==> src/rtl/watch_pkg.sv <==
// rtl/watch_pkg.sv - shared widths, digit positions, limits and debounce states
//
// Purpose: common definitions for keypad time entry (digit/key widths, the six
// HH:MM:SS digit positions, the largest legal digit at each position, the
// debounce state encoding) plus small helpers for one-hot decoding and limits.
// Ports: none (package).

package watch_pkg;

  localparam int DIGIT_W    = 4;
  localparam int KEY_W      = 10;
  localparam int NUM_DIGITS = 6;

  // Entry order: hours tens first, seconds ones last.
  localparam logic [2:0] POS_H_TEN = 3'd0;
  localparam logic [2:0] POS_H_ONE = 3'd1;
  localparam logic [2:0] POS_M_TEN = 3'd2;
  localparam logic [2:0] POS_M_ONE = 3'd3;
  localparam logic [2:0] POS_S_TEN = 3'd4;
  localparam logic [2:0] POS_S_ONE = 3'd5;

  localparam logic [DIGIT_W-1:0] MAX_H_TEN    = 4'd2;
  localparam logic [DIGIT_W-1:0] MAX_H_ONE    = 4'd9;
  localparam logic [DIGIT_W-1:0] MAX_H_ONE_20 = 4'd3;  // hours 20..23 only
  localparam logic [DIGIT_W-1:0] MAX_M_TEN    = 4'd5;
  localparam logic [DIGIT_W-1:0] MAX_M_ONE    = 4'd9;
  localparam logic [DIGIT_W-1:0] MAX_S_TEN    = 4'd5;
  localparam logic [DIGIT_W-1:0] MAX_S_ONE    = 4'd9;

  typedef enum logic [1:0] {
    K_IDLE  = 2'd0,
    K_PRESS = 2'd1,
    K_HELD  = 2'd2,
    K_REL   = 2'd3
  } key_state_t;

  // True when exactly one key bit is set.
  function automatic logic is_one_hot(input logic [KEY_W-1:0] v);
    return (v != '0) && ((v & (v - KEY_W'(1))) == '0);
  endfunction

  // Index of the set bit of a one-hot key pattern.
  function automatic logic [DIGIT_W-1:0] onehot_to_digit(input logic [KEY_W-1:0] v);
    logic [DIGIT_W-1:0] d;
    d = '0;
    for (int i = 0; i < KEY_W; i++) begin
      if (v[i]) d = i[DIGIT_W-1:0];
    end
    return d;
  endfunction

  // Largest digit allowed at position p; the hours ones digit depends on
  // the already staged hours tens digit.
  function automatic logic [DIGIT_W-1:0] max_digit(input logic [2:0]         p,
                                                   input logic [DIGIT_W-1:0] h_ten);
    logic [DIGIT_W-1:0] m;
    case (p)
      POS_H_TEN: m = MAX_H_TEN;
      POS_H_ONE: m = (h_ten == 4'd2) ? MAX_H_ONE_20 : MAX_H_ONE;
      POS_M_TEN: m = MAX_M_TEN;
      POS_M_ONE: m = MAX_M_ONE;
      POS_S_TEN: m = MAX_S_TEN;
      POS_S_ONE: m = MAX_S_ONE;
      default:   m = 4'd9;
    endcase
    return m;
  endfunction

endpackage

==> src/rtl/key_debounce.sv <==
// rtl/key_debounce.sv - keypad synchronizer, one-hot check and debounce FSM
//
// Purpose: synchronizes the raw 10-key keypad, accepts a press only after
// DEBOUNCE_CYC identical one-hot samples and re-arms only after DEBOUNCE_CYC
// all-zero samples, so one physical press yields exactly one key_valid.
// Ports:
//   clk, rst      clock, synchronous active-high reset
//   key           raw keypad, asynchronous
//   key_valid     registered one-cycle pulse per accepted press
//   key_digit     registered digit of the last accepted press
//   accept        combinational: key_valid will pulse after this edge
//   accept_digit  combinational: digit that key_digit will take on accept

module key_debounce
  import watch_pkg::*;
#(
  parameter int DEBOUNCE_CYC = 20
) (
  input  logic               clk,
  input  logic               rst,
  input  logic [KEY_W-1:0]   key,
  output logic               key_valid,
  output logic [DIGIT_W-1:0] key_digit,
  output logic               accept,
  output logic [DIGIT_W-1:0] accept_digit
);

  localparam int CNT_W = $clog2(DEBOUNCE_CYC + 1);
  localparam logic [CNT_W-1:0] CNT_LAST = CNT_W'(DEBOUNCE_CYC - 1);

  logic [KEY_W-1:0] sync1, sync2;
  logic [KEY_W-1:0] pattern, pattern_nxt;
  logic [CNT_W-1:0] cnt, cnt_nxt;
  key_state_t       state, state_nxt;

  always_ff @(posedge clk) begin
    if (rst) begin
      sync1     <= '0;
      sync2     <= '0;
      pattern   <= '0;
      cnt       <= '0;
      state     <= K_IDLE;
      key_valid <= 1'b0;
      key_digit <= '0;
    end else begin
      sync1     <= key;
      sync2     <= sync1;
      pattern   <= pattern_nxt;
      cnt       <= cnt_nxt;
      state     <= state_nxt;
      key_valid <= accept;
      if (accept) key_digit <= accept_digit;
    end
  end

  // The sample that moves the FSM out of K_IDLE (or K_HELD) is the first of
  // the DEBOUNCE_CYC consecutive samples, hence the counter restarts at 1.
  always_comb begin
    state_nxt   = state;
    cnt_nxt     = cnt;
    pattern_nxt = pattern;
    accept      = 1'b0;
    case (state)
      K_IDLE: begin
        cnt_nxt = '0;
        if (is_one_hot(sync2)) begin
          pattern_nxt = sync2;
          cnt_nxt     = CNT_W'(1);
          state_nxt   = K_PRESS;
        end
      end
      K_PRESS: begin
        if (sync2 != pattern) begin
          cnt_nxt   = '0;
          state_nxt = K_IDLE;
        end else if (cnt == CNT_LAST) begin
          accept    = 1'b1;
          cnt_nxt   = '0;
          state_nxt = K_HELD;
        end else begin
          cnt_nxt = cnt + CNT_W'(1);
        end
      end
      K_HELD: begin
        if (sync2 == '0) begin
          cnt_nxt   = CNT_W'(1);
          state_nxt = K_REL;
        end
      end
      K_REL: begin
        if (sync2 != '0) begin
          cnt_nxt   = '0;
          state_nxt = K_HELD;
        end else if (cnt == CNT_LAST) begin
          cnt_nxt   = '0;
          state_nxt = K_IDLE;
        end else begin
          cnt_nxt = cnt + CNT_W'(1);
        end
      end
      default: begin
        cnt_nxt   = '0;
        state_nxt = K_IDLE;
      end
    endcase
  end

  assign accept_digit = onehot_to_digit(pattern);

endmodule

==> src/rtl/keypad_time_entry.sv <==
// rtl/keypad_time_entry.sv - keypad HH:MM:SS entry with per-position validation
//
// Purpose: collects six debounced, range-checked digits into a packed BCD
// time and presents it with a one-cycle load strobe for the watch time-set.
// Ports:
//   clk, rst   1 kHz system clock, synchronous active-high reset
//   start      begin/restart entry (level, sampled each cycle)
//   clear      abort entry without loading
//   key        raw one-hot keypad, asynchronous
//   key_valid  one-cycle pulse per accepted press
//   key_digit  digit of the last accepted press
//   rejected   one-cycle pulse when the press is illegal for pos
//   pos        index of the next digit, 0 = h_ten .. 5 = s_one
//   busy       entry in progress
//   load       one-cycle pulse when six digits are complete
//   time_bcd   {h_ten,h_one,m_ten,m_one,s_ten,s_one}

module keypad_time_entry
  import watch_pkg::*;
#(
  parameter int DEBOUNCE_CYC = 20
) (
  input  logic                          clk,
  input  logic                          rst,
  input  logic                          start,
  input  logic                          clear,
  input  logic [KEY_W-1:0]              key,
  output logic                          key_valid,
  output logic [DIGIT_W-1:0]            key_digit,
  output logic                          rejected,
  output logic [2:0]                    pos,
  output logic                          busy,
  output logic                          load,
  output logic [NUM_DIGITS*DIGIT_W-1:0] time_bcd
);

  localparam int TIME_W = NUM_DIGITS * DIGIT_W;

  logic               accept;
  logic [DIGIT_W-1:0] accept_digit;
  logic [TIME_W-1:0]  staging, staging_nxt;
  logic               over_limit;

  key_debounce #(
    .DEBOUNCE_CYC (DEBOUNCE_CYC)
  ) u_key_debounce (
    .clk          (clk),
    .rst          (rst),
    .key          (key),
    .key_valid    (key_valid),
    .key_digit    (key_digit),
    .accept       (accept),
    .accept_digit (accept_digit)
  );

  // Decisions are taken on the edge that raises key_valid, so rejected and
  // load line up with key_valid rather than trailing it by a cycle.
  assign over_limit = accept_digit > max_digit(pos, staging[TIME_W-1 -: DIGIT_W]);

  always_comb begin
    staging_nxt = staging;
    for (int i = 0; i < NUM_DIGITS; i++) begin
      if (pos == i[2:0]) staging_nxt[(NUM_DIGITS-1-i)*DIGIT_W +: DIGIT_W] = accept_digit;
    end
  end

  always_ff @(posedge clk) begin
    if (rst) begin
      busy     <= 1'b0;
      pos      <= '0;
      staging  <= '0;
      time_bcd <= '0;
      load     <= 1'b0;
      rejected <= 1'b0;
    end else begin
      load     <= 1'b0;
      rejected <= 1'b0;
      if (clear) begin
        busy <= 1'b0;
        pos  <= '0;
      end else if (start) begin
        busy    <= 1'b1;
        pos     <= '0;
        staging <= '0;
      end else if (accept && busy) begin
        if (over_limit) begin
          rejected <= 1'b1;
        end else if (pos == POS_S_ONE) begin
          staging  <= staging_nxt;
          time_bcd <= staging_nxt;
          load     <= 1'b1;
          busy     <= 1'b0;
          pos      <= '0;
        end else begin
          staging <= staging_nxt;
          pos     <= pos + 3'd1;
        end
      end
    end
  end

endmodule

==> config.mk <==
export PLATFORM = sky130hd
export DESIGN_NAME = keypad_time_entry
export DESIGN_NICKNAME = d
export VERILOG_FILES = /design/src/rtl/watch_pkg.sv /design/src/rtl/key_debounce.sv /design/src/rtl/keypad_time_entry.sv
export SDC_FILE = /design/constraint.sdc
export NUM_CORES = 1
export LEC_CHECK = 0
export CAP_MARGIN = 20
export CORE_ASPECT_RATIO = 1.75
export CORE_MARGIN = 1.5
export CORE_UTILIZATION = 54
export DETAILED_ROUTE_END_ITERATION = 10
export PLACE_DENSITY = 0.78
export SYNTH_ARGS = -nofsm -noshare
export SYNTH_HDL_FRONTEND = slang
export SYNTH_SLANG_ARGS = --single-unit
==> constraint.sdc <==
create_clock -name clk -period 3.31 [get_ports clk]
set_input_delay 0.4965 -clock clk [delete_from_list [all_inputs] [get_ports clk]]
set_output_delay 0.4965 -clock clk [all_outputs]
set_load 0.005 [all_outputs]
==> impl_results.md, run 1 <==
* Post-synthesis area per instance at about 9 µm²
* Final setup viols at 0
* Initial antenna violation count at 0
* Slew margin rel. at 0.652
* Root Buffer: clkbuf_16
* Total Nets Final at between 500 and 600
* Cell Rows at 41
* CP max-delay cell: dfxtp_1
* R2R cell count at 10
* CP Depth at 10
* Main synth FF type: dfxtp_1
* R2R Setup Slk at 0.26 ns
* Post-synth top area cell: dfxtp_1
* Crit path cell chain: inv_1 -> nor3_2 -> a21oi_1 -> ha_1 -> a2111oi_2 -> o21ai_2 -> nor4_4 -> buf_12 -> nor3b_1 -> a31o_2
* IO Pins at 49
* Final worst setup slack at 0.255 ns
* Initial core utilization at 0.554
* Yosys top cell area share at 0.463
* Number of non-filler instances in the completed layout at 578
* Maxcap violations at 0
* Worst EP arrival at approximately 3.3 ns
* Mapped Cells at around 440
* Crit-path leading delay family: compound AO/OA/AOI/OAI gates
* Crit-path max FO at 34
* CTS Buf Count at 9
* Dpl ws at 0.215 ns
* Dpl cells at 563
* Cell Area, Synth at just under 4000 µm²
* Antenna cells at 0
* Outcome: finished, final reports clean
* Slew @ Worst Pin at approximately 0.52 ns
* P_leak at 0.00176 µW
* Area of the core at around 7200 µm²
* VDD IR max at 0.330 mV
* Largest stage delay, worst path at roughly 0.50 ns
* DP Wirelength at approximately 6900 µm
* Global-route wire length before repair at about 16,000 µm
* DIE AREA at about 7900 µm²
* CTS H-tree depth at 3
* Final hold vios at 0
* Antenna-violating nets left at 0
* Initial DRC Count at roughly 160
* Final Critical Period at around 3.1 ns
* Synth cell types at 56
* CP Launch Type: register
* Share of post-route cells with drive strength above 1 at 0.116
* Placer congestion estimate at roughly 0.88
* Hold_sp: u_key_debounce.sync1[6]
* Fraction of the cycle the final worst path needs at 0.923
* Syn Nets at between 400 and 500
* Die Y at approximately 120 µm
* P&R area growth vs syn at 22.8%
* Fmax at between 300 and 400 MHz
* GRT Overall Usage at 0.267
* # port buffers at 48
* Hold Path Cell Cnt at 1
* Final Power at ~2400 µW
* Sink Count at 92
* CTS tree: yes
* Vias in the first global route at approximately 3,300
* Synth warnings at 0
* Top cells by area, synth: dfxtp_1 (46%), nor2_1 (6.3%), mux2i_1 (4.8%)
* Final slew viol count at 0
* Residual DRC at 0
* Post-synth EDFFs at 0
* Clk buf depth at 2
* Power per cell area at between 400 and 500 nW/µm²
* Largest net degree at the start of global routing at 51
* Via count at 3,312
* Post-Route WL at 9570 µm
* Hold Path Sink: u_key_debounce.sync2[6]
* Data required time of the critical path at around 3.6 ns
* Reg clk slew, reported paths at ~0.060 ns
* Setup TNS at 0 ns
* CP Buf/Inv Count at 2
* Synth async-reset ratio at 0
* Die width at about 68 µm
* Clock Skew at around 0.0062 ns
* Worst reg2reg path startpoint: pos[0]
* Worst reg2reg endpoint: time_bcd[8]
* Wire per inst at about 17 µm
* Clk Latency, worst-skew pair at between 0.3 and 0.4 ns
* Unrepaired setup endpoints after global routing: false
* Hold_buf cts at 0
* Synth Register Bits at between 90 and 100
* Register area share after synthesis at 0.463
* Nature of the critical path endpoint: register
* Total grt overflow at 0
* WHS at 0.439 ns
* Worst Hold Class: register to register
* Pre-Repair DR Iteration Count at 4
* WS Path Type: register to register
* Via density at about 5.7
==> per-layer routing <==
layer	part of all wire	track usage
met1	0.39	0.278
met4	0.050	0.171
met3	0.038	0.0626
met5	0	0
met2	0.52	0.467
==> state kept, by name (all words and copies together), names as in the netlist <==
signal,flops
pos,3
rejected,1
time_bcd,24
u_key_debounce.cnt,5
u_key_debounce.key_digit,4
busy,1
u_key_debounce.state,2
staging,20
u_key_debounce.key_valid,1
u_key_debounce.pattern,10
load,1
u_key_debounce.sync2,10
u_key_debounce.sync1,10
==> worst max path at each step <==
stage | start | end | slack, ns
after floorplan | pos[2] | time_bcd[11] | 0.22
after global placement | pos[0] | time_bcd[8] | 0.28
after detailed placement | pos[0] | time_bcd[8] | 0.22
after CTS | pos[0] | time_bcd[8] | 0.18
after global routing | u_key_debounce.pattern[2] | time_bcd[12] | 0.002
final | pos[0] | time_bcd[8] | 0.26
==> where the power goes <==
group          leakage, µW  internal [µW]  total (µW)  switching [µW]
clock             0.000138            600        1010             413
sequential        0.000746           1130        1150            21.3
combinational     0.000880           92.2         217             125
total              0.00176           1820        2380             559
==> per-stage QoR <==
| step | area, µm² | util |
|---|---|---|
| 2_1_floorplan | 3980 | - |
| 3_3_place_gp | 4580 | 0.637 |
| 3_5_place_dp | 4580 | 0.637 |
| 4_1_cts | 4870 | 0.678 |
| 5_1_grt | 4880 | 0.680 |
| 6_report | 4880 | 0.680 |
==> cells in the final DEF (no fill, tap or decap), drive strengths merged, types with 3 or more instances in the layout <==
cell	instances
buf	15
a21o	4
ha	6
or4	3
or3	6
nand4	3
nand3	10
a21oi	28
a2111oi	3
nor3	11
inv	25
nor2b	20
xor2	10
o21ai	18
dfxtp	92
nand2	25
nor4	3
o2bb2ai	6
o22ai	10
a211oi	16
clkdlybuf4s50	47
nor2	67
clkbuf	11
mux2i	19
nor4b	3
==> kinds of logic after synthesis <==
family / count (synthesis) / synth area share
and+or+nand+nor: 161 / 0.212
AOI/OAI and AO/OA: 98 / 0.177
DFF: 92 / 0.463
buffers and inverters: 47 / 0.0497
muxes: 19 / 0.0478
xor gates and xnor gates: 12 / 0.0264
adders and majority gates: 8 / 0.0239
==> what timing repair did <==
item / 4_1_cts / 5_1_grt
buffers inserted: 0 / 0
setup endpoints to repair: 0 / 8
resized for setup: 0 / 3
==> final cells by class <==
cell class                 instances  area [µm²]
inverter                          25        93.8
multi-input combinational        298        1960
sequential                        92        1840
timing repair buffer              62         593
fill                             588        2300
clock inverter                     4        50.0
tap                               86         108
clock buffer                      11         243
==> synthesized netlist by cell type (all sizes together), types with 10 or more instances <==
master  number
clkbuf      15
o22ai       10
a211oi      16
a21oi       28
xor2        10
nand2       25
nor3        11
dfxtp       92
mux2i       19
nor2b       20
nand3       10
o21ai       18
inv         25
nor2        67
(Power assumes the default switching activity.)
==> run 2, diff against run 1 <==
--- a/config.mk
+++ b/config.mk
@@ -7,7 +7,7 @@
 export LEC_CHECK = 0
 export CAP_MARGIN = 20
 export CORE_ASPECT_RATIO = 1.75
-export CORE_MARGIN = 1.5
+export CORE_MARGIN = 8
 export CORE_UTILIZATION = 54
 export DETAILED_ROUTE_END_ITERATION = 10
 export PLACE_DENSITY = 0.78
==> run 2 against run 1 <==
Against the previous run: setup slack better by 0.0091 ns; critical path type unchanged; register-to-register slack hardly changed; combinational power is 2% higher; critical path depth stayed put; highest routed layer unchanged; sequential share of layout area is 0.25 points lower; clock-buffer cell count is 1 lower; final cell count is 0.52% higher; design area is 0.67% higher; clock skew is 0.0010 ns lower; critical endpoint is now time_bcd[7]; global-route usage is 7.4 points lower; die area is 32% higher.
==> impl_results.md, run 2 (synthesis gave the netlist of run 1 again) <==
* Outcome: finished, final reports clean
* Crit-path leading delay family: compound AO/OA/AOI/OAI gates
* Via density at 5.59 (-2.4%)
* # port buffers at 48 (unchanged)
* Wire per inst at 16.5 µm (about the same)
* Global-route wire length before repair at 15,600 µm (-1.3%)
* Largest stage delay, worst path at 0.48 ns (-0.02 ns)
* VDD IR max at 0.380 mV (+15%)
* CP max-delay cell: dfxtp_1
* Total Nets Final at 510 (+0.39%)
* Final hold vios at 0 (unchanged)
* Die Y at 130 µm (+11%)
* Unrepaired setup endpoints after global routing: false
* Clk Latency, worst-skew pair at 0.34 ns (about the same)
* Initial antenna violation count at 0 (unchanged)
* Most flops, register: time_bcd
* Hold_buf cts at 0 (unchanged)
* Root Buffer: clkbuf_16
* DP Wirelength at 7040 µm (+1.7%)
* DIE AREA at 10,500 µm² (+32%)
* PostCTS Resize Cnt at 0 (unchanged)
* Setup Fix Bufs, Post-CTS at 0 (unchanged)
* CTS Buf Count at 9 (unchanged)
* Most frequent cells in the layout: dfxtp_1 (92), nor2_1 (67), clkdlybuf4s50_1 (47)
* Fmax at 328 MHz (+0.30%)
* Residual DRC at 0 (unchanged)
* Top flop regs: time_bcd x24, staging x20
* GRT Overall Usage at 0.193 (-0.0744)
* Final Instance Area at 4920 µm² (+0.67%)
* CTS tree: yes
* Power per cell area at 502 nW/µm² (+3.1%)
* Slew margin rel. at 0.592 (-0.0595)
* Vias in the first global route at 3,267 (-1.8%)
* Final Critical Period at 3.05 ns (-0.00910 ns)
* Worst Hold Class: register to register
* Setup TNS at 0 ns (unchanged)
* Leading cell type in the layout, fill and taps excluded: dfxtp_1
* Maxcap violations at 0 (unchanged)
* CP Launch Type: register
* Worst EP arrival at 3.25 ns (-0.04 ns)
* Share of post-route cells with drive strength above 1 at 0.117 (+0.00132)
* Die width at 80.9 µm (+19%)
* CP Buf/Inv Count at 2 (unchanged)
* Nature of the critical path endpoint: register
* Pre-Repair DR Iteration Count at 4 (unchanged)
* Reg clk slew, reported paths at 0.06 ns (about the same)
* Final Power at 2470 µW (+3.8%)
* Clk buf depth at 2 (unchanged)
* Largest net degree at the start of global routing at 60 (+18%)
* WS Path Type: register to register
* Post-Route WL at 9610 µm (+0.43%)
* Antenna cells at 0 (unchanged)
* Crit-path max FO at 36 (+5.9%)
* Placed cell area at 4590 µm² (+0.33%)
* Total grt overflow at 0 (unchanged)
* Crit path cell chain: inv_1 -> nor3_1 -> a21oi_1 -> ha_1 -> a2111oi_2 -> o21ai_2 -> nor4_4 -> buf_12 -> mux2i_1 -> nor2_1
* Area of the core at 7180 µm² (unchanged)
* Antenna-violating nets left at 0 (unchanged)
* Slew @ Worst Pin at 0.612 ns (+0.0933 ns)
* Placer congestion estimate at 0.998 (+13%)
* P&R area growth vs syn at 23.6%
* CTS H-tree depth at 3 (unchanged)
* Fraction of the cycle the final worst path needs at 0.920 (-0.00275)
* Final setup viols at 0 (unchanged)
* Sink Count at 92 (unchanged)
* Initial core utilization at 0.554 (unchanged)
* IO Pins at 49 (unchanged)
* Final slew viol count at 0 (unchanged)
* Initial DRC Count at 168 (+3.1%)
* Cell Rows at 41 (unchanged)
* P_leak at 0.00178 µW (+1.0%)
* Clock Skew at 0.00523 ns (-0.000995 ns)
* Via count at 3,248 (-1.9%)
* Data required time of the critical path at 3.52 ns (-0.03 ns)
* Max reg flops at 24 (unchanged)
run 2: worst paths after layout:
| check | startpoint | endpoint | slack (ns) | cells after the start |
|---|---|---|---|---|
| hold reg to reg | u_key_debounce.sync1[5] | u_key_debounce.sync2[5] | 0.43 | 1 |
| setup / recovery | pos[0] | time_bcd[7] | 0.26 | 10 |
| setup reg to reg | pos[0] | time_bcd[7] | 0.26 | 10 |
| hold / removal | u_key_debounce.sync1[5] | u_key_debounce.sync2[5] | 0.43 | 1 |
run 2: per-stage QoR:
| stage | setup slack [ns] | instances | hold slack (ns) | util |
|---|---|---|---|---|
| detailed placement | 0.348 | 565 | 0.425 | 0.639 |
| CTS | 0.302 | 581 | 0.439 | 0.685 |
| floorplan | 0.221 | 437 | 0.414 | - |
| global route | 0.0446 | 581 | 0.451 | 0.685 |
| global placement | 0.354 | 565 | 0.417 | 0.639 |
| finish | 0.265 | 581 | 0.434 | 0.685 |
run 2: cell type report:
type | instances | area [µm²]
Timing Repair Buffer | 64 | 608
Multi-Input combinational cell | 298 | 1940
Clock buffer | 10 | 239
Tap cell | 86 | 108
Clock inverter | 6 | 87.6
Inverter | 25 | 93.8
Sequential cell | 92 | 1840
Fill cell | 590 | 2260
run 2: metal layers:
| layer | vias to the layer above | global-route usage | part of all wire |
|---|---|---|---|
| met2 | 79 | 0.343 | 0.52 |
| met3 | 26 | 0.0374 | 0.037 |
| met5 | - | 0 | 0 |
| met1 | 1515 | 0.196 | 0.40 |
| met4 | 0 | 0.125 | 0.040 |
| li1 | 1628 | - | - |
run 2: report_power, final:
group          switching, µW  total (µW)  internal, µW
clock                    421        1100           680
sequential              21.0        1150          1130
combinational            125         221          95.8
run 2: worst register-to-register path, stage by stage (launching register included):
cell	delay, ns
dfxtp_1	0.48
inv_1	0.17
nor3_1	0.29
a21oi_1	0.15
ha_1	0.34
a2111oi_2	0.39
o21ai_2	0.19
nor4_4	0.34
buf_12	0.25
mux2i_1	0.26
nor2_1	0.05
==> run 3, diff against run 2 <==
--- a/config.mk
+++ b/config.mk
@@ -9,6 +9,7 @@
 export CORE_ASPECT_RATIO = 1.75
 export CORE_MARGIN = 8
 export CORE_UTILIZATION = 54
+export CTS_CLUSTER_SIZE = 25
 export DETAILED_ROUTE_END_ITERATION = 10
 export PLACE_DENSITY = 0.78
 export SYNTH_ARGS = -nofsm -noshare
==> results of run 3 <==
The final DEF is identical to that of run 2; final timing and power are the same.
